==> config.mk <==
export PLATFORM = sky130hd
export DESIGN_NAME = cla_adder_arbiter
export DESIGN_NICKNAME = d
export VERILOG_FILES = /design/src/rtl/cla_adder_arbiter.sv
export SDC_FILE = /design/constraint.sdc
export NUM_CORES = 1
export LEC_CHECK = 0
export CELL_PAD_IN_SITES_DETAIL_PLACEMENT = 1
export CELL_PAD_IN_SITES_GLOBAL_PLACEMENT = 1
export CORE_AREA = 2 2 124 126
export CTS_BUF_LIST = sky130_fd_sc_hd__clkbuf_4 sky130_fd_sc_hd__clkbuf_8 sky130_fd_sc_hd__clkbuf_16
export DETAILED_ROUTE_END_ITERATION = 12
export DIE_AREA = 0 0 126 128
export HOLD_SLACK_MARGIN = 0.03
export PLACE_DENSITY_LB_ADDON = 0.1
export SYNTH_ARGS = -nofsm -noshare
export SYNTH_HDL_FRONTEND = slang
export SYNTH_SLANG_ARGS = --single-unit
==> constraint.sdc <==
create_clock -name clk -period 4.1 [get_ports clk]
set_clock_uncertainty 0.05 [all_clocks]
set_input_delay 1.025 -clock clk [delete_from_list [all_inputs] [get_ports clk]]
set_output_delay 1.025 -clock clk [all_outputs]
set_load 0.005 [all_outputs]
==> src/rtl/cla_adder_arbiter.sv <==
// Round-robin front end that time-shares one 16-bit carry-look-ahead adder among N_REQ clients.
// Each grant latches one operand pair; the registered result returns two cycles after the request.
module cla_adder_arbiter #(
  parameter int unsigned N_REQ = 4,
  parameter int unsigned ID_W  = 2,
  parameter int unsigned WIDTH = 16
) (
  input  logic                   clk,
  input  logic                   rst,
  input  logic [N_REQ-1:0]       req,
  input  logic [N_REQ*WIDTH-1:0] op_a,
  input  logic [N_REQ*WIDTH-1:0] op_b,
  output logic [N_REQ-1:0]       gnt,
  output logic                   busy,
  output logic                   done,
  output logic [ID_W-1:0]        done_id,
  output logic [WIDTH:0]         sum,
  output logic [15:0]            op_count
);

  localparam int unsigned NGrp = WIDTH / 4;

  typedef enum logic [1:0] {StIdle, StExec, StDone} state_e;

  state_e             state_q, state_d;
  logic [WIDTH-1:0]   a_q, a_d, b_q, b_d;
  logic [ID_W-1:0]    tag_q, tag_d, last_q, last_d;
  logic [N_REQ-1:0]   gnt_q, gnt_d;
  logic               busy_q, busy_d, done_q, done_d;
  logic [ID_W-1:0]    done_id_q, done_id_d;
  logic [WIDTH:0]     sum_q, sum_d;
  logic [15:0]        op_count_q, op_count_d;

  // Shared adder: 4-bit lookahead groups chained by a group-level lookahead carry.
  logic [WIDTH-1:0] g, p;
  logic [NGrp-1:0]  grp_g, grp_p;
  logic [NGrp:0]    grp_c;
  logic [WIDTH:0]   c;
  logic [WIDTH:0]   add_s;

  always_comb begin
    g = a_q & b_q;
    p = a_q ^ b_q;
    c = '0;
    grp_c = '0;
    for (int j = 0; j < NGrp; j++) begin
      grp_p[j] = &p[4*j +: 4];
      grp_g[j] = g[4*j+3] | (p[4*j+3] & g[4*j+2]) | (p[4*j+3] & p[4*j+2] & g[4*j+1]) |
                 (p[4*j+3] & p[4*j+2] & p[4*j+1] & g[4*j]);
      grp_c[j+1] = grp_g[j] | (grp_p[j] & grp_c[j]);
    end
    for (int j = 0; j < NGrp; j++) begin
      c[4*j] = grp_c[j];
      for (int b = 0; b < 3; b++) begin
        c[4*j+b+1] = g[4*j+b] | (p[4*j+b] & c[4*j+b]);
      end
    end
    c[WIDTH] = grp_c[NGrp];
    add_s = {c[WIDTH], p ^ c[WIDTH-1:0]};
  end

  // Scan last+1, last+2, ... so the most recent winner has lowest priority.
  logic            win_vld;
  logic [ID_W-1:0] win_id, scan_idx;

  always_comb begin
    win_vld  = 1'b0;
    win_id   = '0;
    scan_idx = '0;
    for (int unsigned k = 1; k <= N_REQ; k++) begin
      scan_idx = ID_W'((32'(last_q) + k) % N_REQ);
      if (!win_vld && req[scan_idx]) begin
        win_vld = 1'b1;
        win_id  = scan_idx;
      end
    end
  end

  always_comb begin
    state_d    = state_q;
    a_d        = a_q;
    b_d        = b_q;
    tag_d      = tag_q;
    last_d     = last_q;
    gnt_d      = gnt_q;
    done_d     = done_q;
    done_id_d  = done_id_q;
    sum_d      = sum_q;
    op_count_d = op_count_q;
    unique case (state_q)
      StIdle, StDone: begin
        done_d = 1'b0;
        if (win_vld) begin
          a_d     = op_a[32'(win_id)*WIDTH +: WIDTH];
          b_d     = op_b[32'(win_id)*WIDTH +: WIDTH];
          gnt_d   = {{(N_REQ-1){1'b0}}, 1'b1} << win_id;
          tag_d   = win_id;
          last_d  = win_id;
          state_d = StExec;
        end else begin
          gnt_d   = '0;
          state_d = StIdle;
        end
      end
      StExec: begin
        sum_d      = add_s;
        done_d     = 1'b1;
        done_id_d  = tag_q;
        op_count_d = op_count_q + 16'd1;
        gnt_d      = '0;
        state_d    = StDone;
      end
      default: state_d = StIdle;
    endcase
    busy_d = (state_d != StIdle);
  end

  always_ff @(posedge clk) begin
    if (rst) begin
      state_q    <= StIdle;
      a_q        <= '0;
      b_q        <= '0;
      tag_q      <= '0;
      last_q     <= ID_W'(N_REQ - 1);
      gnt_q      <= '0;
      busy_q     <= 1'b0;
      done_q     <= 1'b0;
      done_id_q  <= '0;
      sum_q      <= '0;
      op_count_q <= '0;
    end else begin
      state_q    <= state_d;
      a_q        <= a_d;
      b_q        <= b_d;
      tag_q      <= tag_d;
      last_q     <= last_d;
      gnt_q      <= gnt_d;
      busy_q     <= busy_d;
      done_q     <= done_d;
      done_id_q  <= done_id_d;
      sum_q      <= sum_d;
      op_count_q <= op_count_d;
    end
  end

  assign gnt      = gnt_q;
  assign busy     = busy_q;
  assign done     = done_q;
  assign done_id  = done_id_q;
  assign sum      = sum_q;
  assign op_count = op_count_q;

endmodule

* Word level (Yosys, flattened, before mapping)
Cells that the tools add are included.
** Operators by class
- Shift operators :: 3
- Reductions and logical operators :: 14
- Equal/unequal tests :: 2
- Bitwise logic cells :: 63
- Add/subtract/negate cells :: 5
- Mux-type cells :: 21
- Order comparisons :: 4
** Operators by type and width (number)
- $shiftx 64x7->16 :: 2
- $and 1x1->1 :: 34
- $xor 16x16->16 :: 2
- $or 1x1->1 :: 26
- $add 16x1->16 const B :: 1
- $and 16x16->16 :: 1
- $lt 2x3->1 const B :: 4
- $reduce_and 4->1 :: 3
- $mux 1 :: 9
- $bmux 1 s2 :: 4
- $mux 2 :: 4
- $pmux 4 s2 :: 1
- $add 2x1->2 const B :: 2
- $add 2x2->2 const B :: 2
- $mux 4 :: 1
- $pmux 2 s2 :: 1
- $reduce_bool 2->1 :: 2
- $shl 1x2->4 const A :: 1
- $logic_and 1x1->1 :: 3
- $logic_not 1->1 :: 3
- $eq 2x1->1 const B :: 1
- $eq 2x2->1 const B :: 1
- $logic_not 2->1 :: 1
- $pmux 1 s2 :: 1
- 2 further kinds :: 2
** Storage, ports and cells
- Bits in registers :: 79
- Word-level logic and storage cells :: 123
- Bits of input ports :: 134

* Logic depth before layout (Yosys ltp)
- Word-level depth :: 16
- Gate-level depth with buffers :: 12
- Mapped depth without buffers :: 12

* Worst setup path before layout
No wires, ideal clock.
- Kind :: register to register
- From :: reg a_q[6]
- To :: reg sum_q[15], in the netlist sum[15]
- Cell stages (with the launch flop) :: 11
- Clock period less this slack :: 2.968 ns
- Library setup time :: 0.086 ns
- Required time :: 3.964 ns
- Arrival time :: 2.832 ns
- Path slack :: 1.132 ns
- Cells stage by stage :: dfxtp_1 ha_1 a21o_1 a221oi_1 o21ai_0 o21bai_1 fa_1 fa_1 fa_1 xnor2_1 a211oi_1
** On the way
- Word-level cells in the longest chain between the ends :: 15
- Elaborated cells on any way between the ends :: 22
- Those cells by class :: 21 x bitwise; 1 x reduce/logical
** Ends and longest elaborated chain
- start: declaration :: line 26 : logic [WIDTH-1:0] a_q, a_d, b_q, b_d;
- start signal: assignment :: line 121 : a_q <= '0;
- start signal: assignment :: line 133 : a_q <= a_d;
- $and 16x16->16 / $xor 16x16->16 (equally long branches) :: line 42, 43
- $and 1x1->1 (on tied branches) :: line 48, 49
- $or 1x1->1 (tied with other cells) :: line 48 : grp_g[j] = g[4*j+3] | (p[4*j+3] & g[4*j+2]) | (p[4*j+3] & p[4*j+2] & g[4*j+1]) |
- $or 1x1->1 / $and 1x1->1 (equally long branches) :: line 48, 49
- $or 1x1->1 :: line 48
- $or 1x1->1 * :: line 50 : grp_c[j+1] = grp_g[j] | (grp_p[j] & grp_c[j]);
- $and 1x1->1 * :: line 50
- $or 1x1->1 * :: line 50
- $and 1x1->1 * :: line 55 : c[4*j+b+1] = g[4*j+b] | (p[4*j+b] & c[4*j+b]);
- $or 1x1->1 * :: line 55
- $and 1x1->1 * :: line 55
- $or 1x1->1 * :: line 55
- $and 1x1->1 * :: line 55
- $or 1x1->1 * :: line 55
- $xor 16x16->16 * :: line 59 : add_s = {c[WIDTH], p ^ c[WIDTH-1:0]};
- end signal: assignment :: line 141 : sum_q <= sum_d;
- end: declaration :: line 31 : logic [WIDTH:0] sum_q, sum_d;
Mark *: on every way between the ends. The rest lies on a longest branch, timed or not.
A chain may end at the register's enable or synchronous reset.

* Worst setup path after layout
- From :: reg b_q[5]
- To :: reg sum_q[15], in the netlist sum[15]
** On the way
- Word-level cells in the longest chain between the ends :: 14
- Elaborated cells on any way between the ends :: 19
- Those cells by class :: 18 x bitwise; 1 x reduce/logical
** Ends and longest elaborated chain
- start: declaration :: line 26
- start signal: assignment :: line 122 : b_q <= '0;
- start signal: assignment :: line 134 : b_q <= b_d;
- $and 16x16->16 / $xor 16x16->16 (equally long branches) :: line 42, 43
- $and 1x1->1 (on tied branches) :: line 48, 49
- $or 1x1->1 / $and 1x1->1 (equally long branches) :: line 48, 49
- $or 1x1->1 :: line 48
- $or 1x1->1 * :: line 50
- $and 1x1->1 * :: line 50
- $or 1x1->1 * :: line 50
- $and 1x1->1 * :: line 55
- $or 1x1->1 * :: line 55
- $and 1x1->1 * :: line 55
- $or 1x1->1 * :: line 55
- $and 1x1->1 * :: line 55
- $or 1x1->1 * :: line 55
- $xor 16x16->16 * :: line 59
Marks and branches as above.

==> impl_metrics.csv <==
group,metric,value,unit
yosys,async_flop_share,0,%
critical_path,crit_type,"reg2reg",
critical_path,crit_path_max_fanout,3,
final_layout,final_cell_mix,"173 x clkdlybuf4s50_1, 79 x dfxtp_1, 42 x nand2_1",
yosys,syn_avg_cell_area,9.614,sq um
final_layout,final_common_cell,"clkdlybuf4s50_1",
yosys,synth.distinct_cells,46,
clocking,ctsHtreeMaxLevel,3,
final_layout,num-nets-final,812,
clocking,root_buffer,"clkbuf_16",
clocking,cts_hold_buf,0,
detailed_routing,dr.pass1.iters,4,
timing,drv_slew,0,
final_layout,antennaDiodeCount,0,
floorplan,floorplan.initialDensity,32.08,%
floorplan,die_area,0.01613,sq mm
placed_design,hpwlAfterDp,11980,um
timing,finalSetupViolCount,0,
hold_path,holdPathStages,2,
clocking,cts_setup_buffers,0,
floorplan,row_count,45,
yosys,synth_nets,658,
floorplan,die_y,128,um
critical_path,required,4.30,ns
final_layout,syn2layout_area_growth,45.13,%
floorplan,io_pins,175,
global_routing,grt_max_degree,67,
timing,fmax,298.9,MHz
clocking,cts_sinks,79,
yosys,ys.warnings.count,0,
clocking,clk_path_buf_depth,2,
final_layout,drive_above_1_share,10.86,%
global_routing,grtUsageTotal,19.76,%
clocking,clk_latency,0.35,ns
hold_path,hold_class,"reg2reg",
critical_path,cp.arrival,3.54,ns
yosys,synth_area,0.004768,sq mm
timing,grt_setup_unrepaired,"false",
yosys,synth-seq-cells,79,
timing,finalCriticalPeriod,3.345,ns
critical_path,worstRegToRegCells,10,
global_routing,antenna_found_initial,0,
pwr,power.density,357.9,mW/mm^2
detailed_routing,drtIter0Drc,188,
detailed_routing,wirelength,15730,um
timing,worstMarginPinSlew,1.106,ns
detailed_routing,avgRoutedWirePerCell,18.68,um
placed_design,portBuffers,174,
critical_path,endpoint_kind,"flip-flop",
timing,period_share,81.59,%
global_routing,grt_pass1_vias,4734,
critical_path,worst_setup_path_start_kind,"flip-flop",
timing,relSlewSlack,26.26,%
detailed_routing,num_vias,4415,
floorplan,fp.dieW,126,um
clocking,cts_buffers,9,
run,maxCapViolCount,0,
clocking,post_cts_resized,0,
clocking,path_clk_slew,0.06,ns
detailed_routing,drc,0,
yosys,seq_area_frac_synth,33.17,%
global_routing,grt_pass1_wl,25010,um
global_routing,grt-ovfl-total,0,
final_layout,fillCellCount,1706,
floorplan,core_area,0.01486,sq mm
placed_design,gp_congestion,0.7887,
yosys,syn_inst,496,
detailed_routing,viasPerCell,5.243,
timing,setup_tns,0,ns
yosys,synth_enable_flop_cells,0,
status,status,"completed",
pwr,p_leak,0.002543,uW
detailed_routing,postRouteAntennaNets,0,
yosys,synth-main-ff-cell,"dfxtp_1",
timing,final-hold-violation-count,0,
placed_design,dpl-instance-area,0.006624,sq mm
clocking,cts_tree,"yes",
final_layout,design_area,0.006920,sq mm
pwr,peakVddDrop,0.2061,mV
-- per-layer routing --
metal  track usage (%)  vias up  wire length [um]
met4             8.080        0               389
li1                  -     2147                 -
met3             2.963       20               569
met1             24.58     2134              6996
met2             34.31      114              7771
met5                 0        -                 0
-- layout make-up --
type                    instances  area (sq um)  share of cell area (%)
flip-flops and latches         79          1582                   22.85
well taps                     188         235.2                   3.399
clock inverters                 6         71.32                   1.031
inverters                      12         45.04                  0.6509
repair buffers                183          1804                   26.07
multi-input cells             365          2958                   42.74
clock buffers                   9         225.2                   3.254
-- power by group --
part | internal, uW | switching, uW
clock | 472 | 342
combinational | 379 | 363
sequential | 846 | 76.0
total | 1700 | 781
-- flip-flops by register name, indices dropped and copies added (netlist names) --
| name | flops |
|---|---|
| a_q | 16 |
| done | 1 |
| tag_q | 2 |
| sum | 17 |
| done_id | 2 |
| op_count | 16 |
| b_q | 16 |
| busy | 1 |
| state_q | 2 |
| gnt | 4 |
| last_q | 2 |
-- cells in the mapped netlist (all sizes together) (2+ instances only) --
cell type	number	area, sq um
xor2	7	61.31
a21o	12	90.09
inv	12	45.04
o21ai	11	55.05
nand2b	5	31.28
nand3	4	20.02
o21bai	27	202.7
or2	2	12.52
nor3b	3	22.52
xnor2	8	70.07
nor2b	2	12.51
buf	15	127.6
nor2	25	96.35
clkbuf	25	93.84
nand4	6	37.54
fa	11	220.2
ha	17	212.7
dfxtp	79	1582
and4	2	17.52
a21oi	27	138.9
nor3	3	20.02
nor4b	32	280.3
mux2i	32	320.3
and3	2	12.51
a211oi	71	723.2
nand2	43	163.9
or3	6	37.54
-- worst paths after layout --
| path | slack (ns) | to | startpoint |
|---|---|---|---|
| min | 0.41 | sum[7]$_SDFFE_PP0P_ | sum[7]$_SDFFE_PP0P_ |
| max reg2reg | 0.75 | sum[15]$_SDFFE_PP0P_ | b_q[5]$_SDFFE_PP0P_ |
| min reg2reg | 0.41 | sum[7]$_SDFFE_PP0P_ | sum[7]$_SDFFE_PP0P_ |
| max | 0.75 | sum[15]$_SDFFE_PP0P_ | b_q[5]$_SDFFE_PP0P_ |
-- kinds of logic (layout without fill, tap and decap cells) --
| kind of cell | Yosys count | after routing | synth area share [%] |
|---|---|---|---|
| AND/OR/NAND/NOR | 137 | 137 | 16.35 |
| AO/OA/AOI/OAI | 153 | 153 | 26.34 |
| buffers and inverters | 52 | 210 | 5.589 |
| flip-flops | 79 | 79 | 33.17 |
| multiplexers | 32 | 32 | 6.717 |
| adder cells (fa/ha/maj) | 28 | 28 | 9.079 |
| XOR/XNOR | 15 | 15 | 2.755 |
-- stage by stage --
stage	hold WS, ns	utilization, %	cells	total power [uW]	setup slack (ns)
after global placement	0.3924	44.56	827	1662	0.6655
after global routing	0.4408	46.56	842	2612	0.5497
after floorplan	0.3822	-	496	1361	1.132
final	0.4070	46.56	842	2477	0.7547
after CTS	0.4102	46.56	842	2505	0.7159
after detailed placement	0.4014	44.56	827	1687	0.6191
-- worst max-delay path: stages (launching register included) --
cell and delay (ns):
dfxtp_1 0.43, ha_1 0.28, and3_1 0.16, a221oi_1 0.35
o21ai_0 0.19, o21bai_1 0.22, fa_1 0.40, fa_1 0.40
fa_1 0.39, xnor2_1 0.15, a211oi_1 0.21
Power figures use the tool's default switching activity.
